--- src/rtl/pc_seq_pkg.sv ---
// Shared types and constants for the fetch-side program counter sequencer.
package pc_seq_pkg;

   localparam int INSTR_BYTES = 4;
   localparam int CNT_W       = 3;

   typedef enum logic [2:0] {
      ST_RESET_HOLD,
      ST_RUN,
      ST_BUBBLE,
      ST_FLUSH,
      ST_HALT
   } pc_seq_state_t;

   typedef enum logic [1:0] {
      RD_NONE,
      RD_TRAP,
      RD_JUMP,
      RD_BRANCH
   } redirect_src_t;

endpackage

--- src/rtl/pc_next_sel.sv ---
// Combinational next-PC selection: redirect priority (Trap > Jump > Branch),
// misaligned-target check, and sequential increment or hold.
module pc_next_sel
   import pc_seq_pkg::*;
#(
   parameter int unsigned           DATA_WIDTH  = 32,
   parameter logic [DATA_WIDTH-1:0] TRAP_VECTOR = 32'h0000_0100
) (
   input  logic [DATA_WIDTH-1:0] pc_i,
   input  logic                  hold_i,
   input  logic                  trap_i,
   input  logic                  jump_i,
   input  logic [DATA_WIDTH-1:0] jump_target_i,
   input  logic                  branch_i,
   input  logic [DATA_WIDTH-1:0] branch_target_i,
   output logic [DATA_WIDTH-1:0] next_pc_o,
   output redirect_src_t         src_o,
   output logic                  misaligned_o
);

   always_comb begin
      src_o        = RD_NONE;
      misaligned_o = 1'b0;
      next_pc_o    = hold_i ? pc_i : pc_i + DATA_WIDTH'(INSTR_BYTES);
      if (trap_i) begin
         src_o     = RD_TRAP;
         next_pc_o = TRAP_VECTOR;
      end else if (jump_i) begin
         src_o = RD_JUMP;
         // A misaligned target becomes a trap entry rather than a bad fetch.
         if (|jump_target_i[1:0]) begin
            misaligned_o = 1'b1;
            next_pc_o    = TRAP_VECTOR;
         end else begin
            next_pc_o = jump_target_i;
         end
      end else if (branch_i) begin
         src_o = RD_BRANCH;
         if (|branch_target_i[1:0]) begin
            misaligned_o = 1'b1;
            next_pc_o    = TRAP_VECTOR;
         end else begin
            next_pc_o = branch_target_i;
         end
      end
   end

endmodule

--- src/rtl/pc_sequencer.sv ---
// Program counter sequencer: owns the fetch PC, redirects, bubbles, flush and halt.
// Optional macro PC_SEQ_PERF_EN adds saturating stall/redirect performance counters.
module pc_sequencer
   import pc_seq_pkg::*;
#(
   parameter int unsigned           DATA_WIDTH       = 32,
   parameter logic [DATA_WIDTH-1:0] RESET_VECTOR     = '0,
   parameter logic [DATA_WIDTH-1:0] TRAP_VECTOR      = 32'h0000_0100,
   parameter int unsigned           FLUSH_CYCLES     = 2,
   parameter int unsigned           LOAD_USE_BUBBLES = 1
) (
   input  logic                  clk,
   input  logic                  rst,
   input  logic                  Stall,
   input  logic                  Load_Use,
   input  logic                  Branch_Taken,
   input  logic [DATA_WIDTH-1:0] Branch_Target,
   input  logic                  Jump,
   input  logic [DATA_WIDTH-1:0] Jump_Target,
   input  logic                  Trap,
   input  logic                  Halt,
   output logic [DATA_WIDTH-1:0] Current_PC,
   output logic                  Fetch_Valid,
   output logic                  Flush,
   output logic                  Misaligned,
   output logic                  Halted
`ifdef PC_SEQ_PERF_EN
   ,
   output logic [31:0]           Perf_Stall_Cnt,
   output logic [31:0]           Perf_Redirect_Cnt
`endif
);

   pc_seq_state_t         state_q, state_d;
   logic [DATA_WIDTH-1:0] pc_q, pc_d;
   logic [CNT_W-1:0]      flush_cnt_q, flush_cnt_d;
   logic [CNT_W-1:0]      bubble_cnt_q, bubble_cnt_d;
   logic                  fetch_valid_q, fetch_valid_d;
   logic                  flush_q, flush_d;
   logic                  misaligned_q, misaligned_d;
   logic                  halted_q, halted_d;

   logic [DATA_WIDTH-1:0] sel_pc;
   redirect_src_t         sel_src;
   logic                  sel_mis;
   logic                  evt_en;
   logic                  redirect;

   pc_next_sel #(
      .DATA_WIDTH  (DATA_WIDTH),
      .TRAP_VECTOR (TRAP_VECTOR)
   ) u_next_sel (
      .pc_i            (pc_q),
      .hold_i          (Stall),
      .trap_i          (Trap),
      .jump_i          (Jump),
      .jump_target_i   (Jump_Target),
      .branch_i        (Branch_Taken),
      .branch_target_i (Branch_Target),
      .next_pc_o       (sel_pc),
      .src_o           (sel_src),
      .misaligned_o    (sel_mis)
   );

   // Inputs are only honoured in the active states; RESET_HOLD and HALT ignore them.
   assign evt_en   = (state_q == ST_RUN) || (state_q == ST_BUBBLE) || (state_q == ST_FLUSH);
   assign redirect = evt_en && (sel_src != RD_NONE);

   always_ff @(posedge clk) begin
      if (rst) begin
         state_q       <= ST_RESET_HOLD;
         pc_q          <= RESET_VECTOR;
         flush_cnt_q   <= '0;
         bubble_cnt_q  <= '0;
         fetch_valid_q <= 1'b0;
         flush_q       <= 1'b0;
         misaligned_q  <= 1'b0;
         halted_q      <= 1'b0;
      end else begin
         state_q       <= state_d;
         pc_q          <= pc_d;
         flush_cnt_q   <= flush_cnt_d;
         bubble_cnt_q  <= bubble_cnt_d;
         fetch_valid_q <= fetch_valid_d;
         flush_q       <= flush_d;
         misaligned_q  <= misaligned_d;
         halted_q      <= halted_d;
      end
   end

   always_comb begin
      state_d      = state_q;
      pc_d         = pc_q;
      flush_cnt_d  = flush_cnt_q;
      bubble_cnt_d = bubble_cnt_q;
      case (state_q)
         ST_RESET_HOLD: state_d = ST_RUN;
         ST_HALT:       state_d = ST_HALT;
         ST_RUN, ST_BUBBLE, ST_FLUSH: begin
            if (redirect) begin
               pc_d         = sel_pc;
               state_d      = ST_FLUSH;
               flush_cnt_d  = CNT_W'(FLUSH_CYCLES);
               bubble_cnt_d = '0;
            end else if (Halt) begin
               state_d = ST_HALT;
            end else if (Load_Use && (state_q != ST_FLUSH)) begin
               state_d      = ST_BUBBLE;
               bubble_cnt_d = CNT_W'(LOAD_USE_BUBBLES);
            end else if (state_q == ST_BUBBLE) begin
               bubble_cnt_d = bubble_cnt_q - CNT_W'(1);
               if (bubble_cnt_q <= CNT_W'(1)) state_d = ST_RUN;
            end else begin
               // sel_pc already holds the PC when Stall is high.
               pc_d = sel_pc;
               if (state_q == ST_FLUSH) begin
                  flush_cnt_d = flush_cnt_q - CNT_W'(1);
                  if (flush_cnt_q <= CNT_W'(1)) state_d = ST_RUN;
               end
            end
         end
         default: state_d = ST_RESET_HOLD;
      endcase
   end

   // Outputs are registered, so they decode the state being entered.
   always_comb begin
      fetch_valid_d = (state_d == ST_RUN) || (state_d == ST_FLUSH);
      flush_d       = (state_d == ST_FLUSH);
      halted_d      = (state_d == ST_HALT);
      misaligned_d  = redirect && sel_mis;
   end

   assign Current_PC  = pc_q;
   assign Fetch_Valid = fetch_valid_q;
   assign Flush       = flush_q;
   assign Misaligned  = misaligned_q;
   assign Halted      = halted_q;

`ifdef PC_SEQ_PERF_EN
   logic [31:0] stall_cnt_q, stall_cnt_d;
   logic [31:0] redir_cnt_q, redir_cnt_d;
   logic        stall_active;

   assign stall_active = (state_q == ST_BUBBLE) || (Stall && evt_en);

   always_comb begin
      stall_cnt_d = stall_cnt_q;
      redir_cnt_d = redir_cnt_q;
      if (stall_active && (stall_cnt_q != '1)) stall_cnt_d = stall_cnt_q + 32'd1;
      if (redirect && (redir_cnt_q != '1))     redir_cnt_d = redir_cnt_q + 32'd1;
   end

   always_ff @(posedge clk) begin
      if (rst) begin
         stall_cnt_q <= '0;
         redir_cnt_q <= '0;
      end else begin
         stall_cnt_q <= stall_cnt_d;
         redir_cnt_q <= redir_cnt_d;
      end
   end

   assign Perf_Stall_Cnt    = stall_cnt_q;
   assign Perf_Redirect_Cnt = redir_cnt_q;
`endif

endmodule
--- config.mk ---
export PLATFORM = sky130hd
export DESIGN_NAME = pc_sequencer
export DESIGN_NICKNAME = d
export VERILOG_FILES = /design/src/rtl/pc_seq_pkg.sv /design/src/rtl/pc_next_sel.sv /design/src/rtl/pc_sequencer.sv
export SDC_FILE = /design/constraint.sdc
export NUM_CORES = 1
export LEC_CHECK = 0
export CELL_PAD_IN_SITES_DETAIL_PLACEMENT = 0
export CELL_PAD_IN_SITES_GLOBAL_PLACEMENT = 2
export CORE_MARGIN = 2
export CORE_UTILIZATION = 23
export CTS_BUF_LIST = sky130_fd_sc_hd__clkbuf_4
export CTS_CLUSTER_SIZE = 20
export DETAILED_ROUTE_END_ITERATION = 8
export GPL_ROUTABILITY_DRIVEN = 0
export HOLD_SLACK_MARGIN = 0.02
export PLACE_DENSITY_LB_ADDON = 0.1
export SYNTH_ARGS = -nofsm -noshare
export SYNTH_HDL_FRONTEND = slang
export SYNTH_SLANG_ARGS = --single-unit
--- constraint.sdc ---
create_clock -name clk -period 1.8 [get_ports clk]
set_input_delay 0.18 -clock clk [delete_from_list [all_inputs] [get_ports clk]]
set_output_delay 0.18 -clock clk [all_outputs]
set_load 0.05 [all_outputs]
* Word-level counts from Yosys, hierarchy flattened
Cells that the tools add are included.
** Cells by class
- Equality and inequality tests :: 11
- Multiplexer cells :: 35
- Order comparisons :: 2
- Reduce and logical (&&, ||, !) cells :: 16
- $add $sub $neg :: 3
** Operators by type and width (count)
- two-way mux 32 bit :: 10
- two-way mux 3 bit :: 16
- adder 32 x 3 -> 32 bit (second input constant) :: 1
- equality test 3 x 2 -> 1 bit (second input constant) :: 3
- case mux 3 bit (3 select lines) :: 1
- equality test 3 x 1 -> 1 bit (second input constant) :: 2
- equality test 3 bit (second input constant) :: 2
- less-or-equal comparator 3 x 1 -> 1 bit (second input constant) :: 2
- two-way mux 2 bit :: 3
- subtractor 3 x 1 -> 3 bit (second input constant) :: 2
- two-way mux 1 bit :: 5
- AND reduction 5 bit :: 1
- inequality test 2 bit (second input constant) :: 2
- AND reduction 4 bit :: 1
- nonzero test 2 bit :: 2
- OR reduction 2 bit :: 2
- logical AND 1 bit :: 3
- logical NOT 3 bit :: 1
- logical OR 1 bit :: 3
- inequality test 3 x 2 -> 1 bit (second input constant) :: 1
- AND reduction 3 bit :: 1
- nonzero test 3 bit :: 1
- OR reduction 3 bit :: 1
- inequality test 2 x 1 -> 1 bit (second input constant) :: 1
** Word-level totals
- Logic and storage cells :: 75
- Flip-flop bits (word level) :: 45

* Depth between registers and ports, before layout
- Word-level depth :: 10
- Depth in mapped cells :: 8

* Modules after synthesis
Synthesis repeated with hierarchy kept, for this count alone.
** Unflattened totals
- Cells, all modules :: 475
- Area, all modules :: 3813.7 um^2
** By module, submodules not included
- pc_sequencer :: seq. area each 900.9 um^2, times used 1, area each 2282.2 um^2, cells an instance 231
- pc_next_sel :: seq. area each 0.0 um^2, times used 1, area each 1531.5 um^2, cells an instance 244

* Worst setup path after synthesis
OpenSTA, ideal clock, no wires.
- Path type :: reg-to-reg
- From :: register pc_q[4] (netlist: Current_PC[4])
- To :: register pc_q[31] (netlist: Current_PC[31])
- Path buffers :: 1
- Arrival time :: 2.279 ns
- Cell stages (with the launch flop) :: 7
- Setup slack :: -0.570 ns
- Library setup time :: 0.091 ns
- Cells stage by stage :: dfxtp_1 -> buf_2 -> nand3_4 -> nor4_4 -> nand4_2 -> or4b_1 -> a311oi_1
** Between the ends
- Cells in the longest elaborated chain, start to end :: 9
** RTL lines
- from (decl) :: RTL line pc_sequencer.sv:35 : logic [DATA_WIDTH-1:0] pc_q, pc_d;
- from (signal assigned) :: RTL line pc_sequencer.sv:81 : pc_q <= pc_d;
- adder 32 x 3 -> 32 bit * :: RTL line pc_next_sel.sv:24 : next_pc_o = hold_i ? pc_i : pc_i + DATA_WIDTH'(INSTR_BYTES);
- two-way mux 32 bit * :: RTL line pc_next_sel.sv:24
- two-way mux 32 bit * :: RTL line pc_next_sel.sv:37 : end else if (branch_i) begin
- two-way mux 32 bit * :: RTL line pc_next_sel.sv:28 : end else if (jump_i) begin
- two-way mux 32 bit * :: RTL line pc_next_sel.sv:25 : if (trap_i) begin
- two-way mux 32 bit :: RTL line pc_sequencer.sv:110 : end else if (state_q == ST_BUBBLE) begin
- two-way mux 32 bit :: RTL line pc_sequencer.sv:107 : end else if (Load_Use && (state_q != ST_FLUSH)) begin
- two-way mux 32 bit :: RTL line pc_sequencer.sv:105 : end else if (Halt) begin
- two-way mux 32 bit * :: RTL line pc_sequencer.sv:100 : if (redirect) begin
Every way passes the cells marked *; elsewhere a longest branch is shown, timed or not. The select of a mux whose other input is x is not followed.
A chain may end at the register's enable or synchronous reset.

* Worst setup path after layout
- From :: register pc_q[13] (netlist: Current_PC[13])
- To :: register pc_q[31] (netlist: Current_PC[31])
Same word-level chain as after synthesis.

==> out/qor.txt <==
==================================================================================
Seq/Total Area, Yosys ...............................................       29.40%
Library cell with the largest summed area after synthesis ...........      dfxtp_1
Proportion of netlist area held by the largest area contributor .....       29.40%
Placed instance area ................................................    5022 um^2
Antenna Diode Count .................................................            0
Clock network power share ...........................................        26.7%
Placed wire-length estimate after detailed placement ................    10,670 um
Share of power burned in registers ..................................        41.9%
Post-route design area ..............................................    5195 um^2
Maximum clock frequency .............................................    523.4 MHz
Routed wire length per instance .....................................     17.38 um
Max Clock Skew ......................................................     19.59 ps
Number of register bits inferred by synthesis .......................           45
Core area ...........................................................  13,140 um^2
CP Data Required Time ...............................................      2080 ps
Post-route worst hold slack .........................................     397.2 ps
Violations in the final reports ..................................... setup timing
Number of clock sinks ...............................................           45
Maximum count of clock buffers along a single path ..................            2
Most used standard cell by instance count after synthesis ...........      dfxtp_1
Maximum number of pins on one net before global-route repair ........           17
Clock H-tree levels .................................................            2
GRT Overall Usage ...................................................       18.73%
Clock-pin slew on the worst setup and hold paths ....................       150 ps
Synth Net Count .....................................................          473
Clock buffers created by TritonCTS ..................................            5
Total number of nets in the final design ............................          665
Number of detailed-routing iterations run before antenna repair .....            4
Global-route wire length before repair ..............................    20,680 um
Unique masters post-synth ...........................................           58
Path category of the worst min-delay check .......................... primary input to flop
Via count of the first global-routing pass ..........................        3,805
Max-slew headroom ...................................................       66.55%
Transition time of the tightest slew-check pin ......................     500.9 ps
Status .............................................................. complete, but fails checks
Arrival time of data at the critical path endpoint ..................      2190 ps
Remaining number of nets flagged by the antenna check after routing .            0
Fraction of layout cells with a size suffix above 1 .................       29.54%
Switching share of power ............................................       31.85%
Die height ..........................................................     119.4 um
# rows ..............................................................           42
Tot Pwr .............................................................     2.523 mW
# DRC ...............................................................            0
Cell at the root of the clock tree ..................................     clkbuf_4
Antenna violations before repair ....................................            0
Per-instance average area after synthesis ...........................   7.738 um^2
Internal ............................................................     1.719 mW
Area Overhead vs Synth ..............................................       69.54%
Iter 0 DRT Violations ...............................................          200
Yosys Warn Count ....................................................            0
Predominant post-synthesis flop cell ................................      dfxtp_1
Vias post-DR ........................................................        3,759
Period Utilization, post-route ......................................       106.1%
Endpoint class of the critical path .................................         flop
Maximum vdd ir drop .................................................    0.2407 mV
Number of inserted filler cells in the final layout .................        1,392
CTS tree ............................................................        built
Final critical path time including I/O delays and setup .............      1910 ps
Main area contributors after synthesis .............................. dfxtp_1 (29%), nand3_1 (5.1%), nand2_1 (4.9%)
Total global routing overflow .......................................            0
DRT Wirelength ......................................................    13,290 um
Later-pin clock latency in the skew report ..........................       370 ps
Number of enable-type register cells in the synthesized netlist .....            0
Count of mapped cells out of synthesis ..............................          396
CTS Hold Buffers Added ..............................................            0
Power per cell area ................................................. 485.6 nW/um^2
Setup crit start kind ...............................................         flop
Combinational power share ...........................................        31.3%
Initial core utilization ............................................       23.32%
Count of boundary I/O pins ..........................................          108
Final Max Slew Viols ................................................            0
Switch Pwr ..........................................................     803.6 uW
Crit path kind ...................................................... flop to flop
Fraction of synthesis flops using an asynchronous set or reset pin ..           0%
Setup slack of the critical path after layout .......................    -110.5 ps
Commonest cells in the netlist ...................................... dfxtp_1 (45), nand2_1 (40), nand3_1 (31), nor2_1 (30), o21ai_0 (27)
Die width ...........................................................     119.4 um
Pre-CTS worst setup slack ...........................................    -346.3 ps
Count of endpoints failing setup in the final report ................            2
Port Buffer Count ...................................................          107
Area of the die .....................................................  14,260 um^2
Via density per instance ............................................        4.914
RSZ-0062 raised after global routing ................................          yes
Reported max-cap violation count ....................................            0
Final number of hold-violating endpoints ............................            0
Static Leak .........................................................     2.073 nW
Critical path fanouts, max ..........................................            3
Total negative setup slack ..........................................    -205.9 ps
Post-synthesis instance area ........................................    3064 um^2
==================================================================================
[critical path, stage by stage, from the launching register on]
cell      delay (ps)
dfxtp_4          390
nand4_1          150
nor4_4           390
nand4_2          160
or4b_1           480
a311oi_1         250
[through the flow]
step / instances / util, %
3_5_place_dp: 751 / 38.23
6_report: 765 / 39.54
4_1_cts: 762 / 39.04
5_1_grt: 765 / 39.54
3_3_place_gp: 751 / 38.23
2_1_floorplan: 396 / -
[power by group through the flow]
stage                     combinational [mW]  clock (mW)  sequential (mW)
after floorplan                        0.257           0             1.16
after global placement                 0.781           0             1.08
after detailed placement               0.784           0             1.08
after CTS                              0.785       0.692             1.06
after global routing                   0.854       0.740             1.07
final                                  0.790       0.674             1.06
[placed cells by master, fill, tap and decap left out, types with 4 or more instances in the layout]
| master | synthesis | final |
|---|---|---|
| a211oi_1 | 5 | 4 |
| a21o_1 | 9 | 9 |
| a21oi_1 | 17 | 17 |
| a22o_1 | 6 | 5 |
| a22oi_1 | 13 | 12 |
| and2_1 | 7 | 6 |
| and3_1 | 5 | 5 |
| buf_4 | 1 | 115 |
| clkbuf_4 | 0 | 6 |
| clkdlybuf4s50_1 | 0 | 77 |
| dfxtp_1 | 45 | 24 |
| dfxtp_2 | 0 | 10 |
| dfxtp_4 | 0 | 11 |
| dlygate4sd2_1 | 0 | 10 |
| ha_1 | 5 | 4 |
| inv_1 | 9 | 9 |
| mux2i_1 | 5 | 5 |
| nand2_1 | 40 | 40 |
| nand3_1 | 31 | 31 |
| nand4_1 | 15 | 15 |
| nor2_1 | 30 | 29 |
| nor3_1 | 10 | 8 |
| nor4_1 | 9 | 5 |
| o211ai_1 | 13 | 13 |
| o21ai_0 | 27 | 25 |
| o21bai_1 | 4 | 4 |
| o31a_1 | 4 | 4 |
| xnor2_1 | 9 | 9 |
| xor2_1 | 13 | 13 |
[area by class of cell]
class | count | area (um^2) | area share, %
multi-input cells | 320 | 2126 | 40.92
repair buffers | 206 | 1777 | 34.20
flip-flops and latches | 45 | 954.7 | 18.38
well taps | 176 | 220.2 | 4.239
clock buffers | 6 | 45.04 | 0.8671
inverters | 10 | 37.54 | 0.7225
clock inverters | 2 | 35.03 | 0.6744
[path summary, 6_finish.rpt]
path	startpoint	to	slack [ps]	cells after the start
worst max-delay path	Current_PC[13]$_SDFFE_PP0P_	Current_PC[31]$_SDFFE_PP0P_	-110	5
worst min-delay path	Jump_Target[7]	Current_PC[7]$_SDFFE_PP0P_	400	3
worst max register to register	Current_PC[13]$_SDFFE_PP0P_	Current_PC[31]$_SDFFE_PP0P_	-110	5
worst min register to register	Current_PC[1]$_SDFFE_PP0P_	Current_PC[1]$_SDFFE_PP0P_	480	1
[state kept, by name, indices dropped and copies added, names as in the netlist]
signal / count
Fetch_Valid: 1
bubble_cnt_q: 3
state_q: 3
Current_PC: 32
Misaligned: 1
flush_cnt_q: 3
Flush: 1
Halted: 1
[logic make-up (layout without fill, tap and decap cells)]
family | count (synthesis) | after routing | share of synthesized area, %
mux | 5 | 5 | 1.633
buf+inv | 31 | 224 | 4.124
simple gates | 176 | 176 | 31.69
xor+xnor | 22 | 22 | 6.288
fa+ha+maj | 5 | 5 | 2.042
flops | 45 | 45 | 29.40
compound gates | 112 | 112 | 24.83
[per-layer routing]
metal,vias to the layer above,share of wire [%],track usage [%]
li1,1865,-,-
met1,1775,45,23.71
met2,99,49,33.44
met3,20,3.9,2.395
met4,0,1.8,5.000
met5,-,0,0
[timing repair]
item                                    CTS  global route
endpoints found under the setup margin   22            25
endpoints found under the hold margin     0             0
gates resized for setup                  15            15
pin swaps                                 2            14
buffers inserted                          3             4
Note: power is estimated with default switching activity, not from simulation.
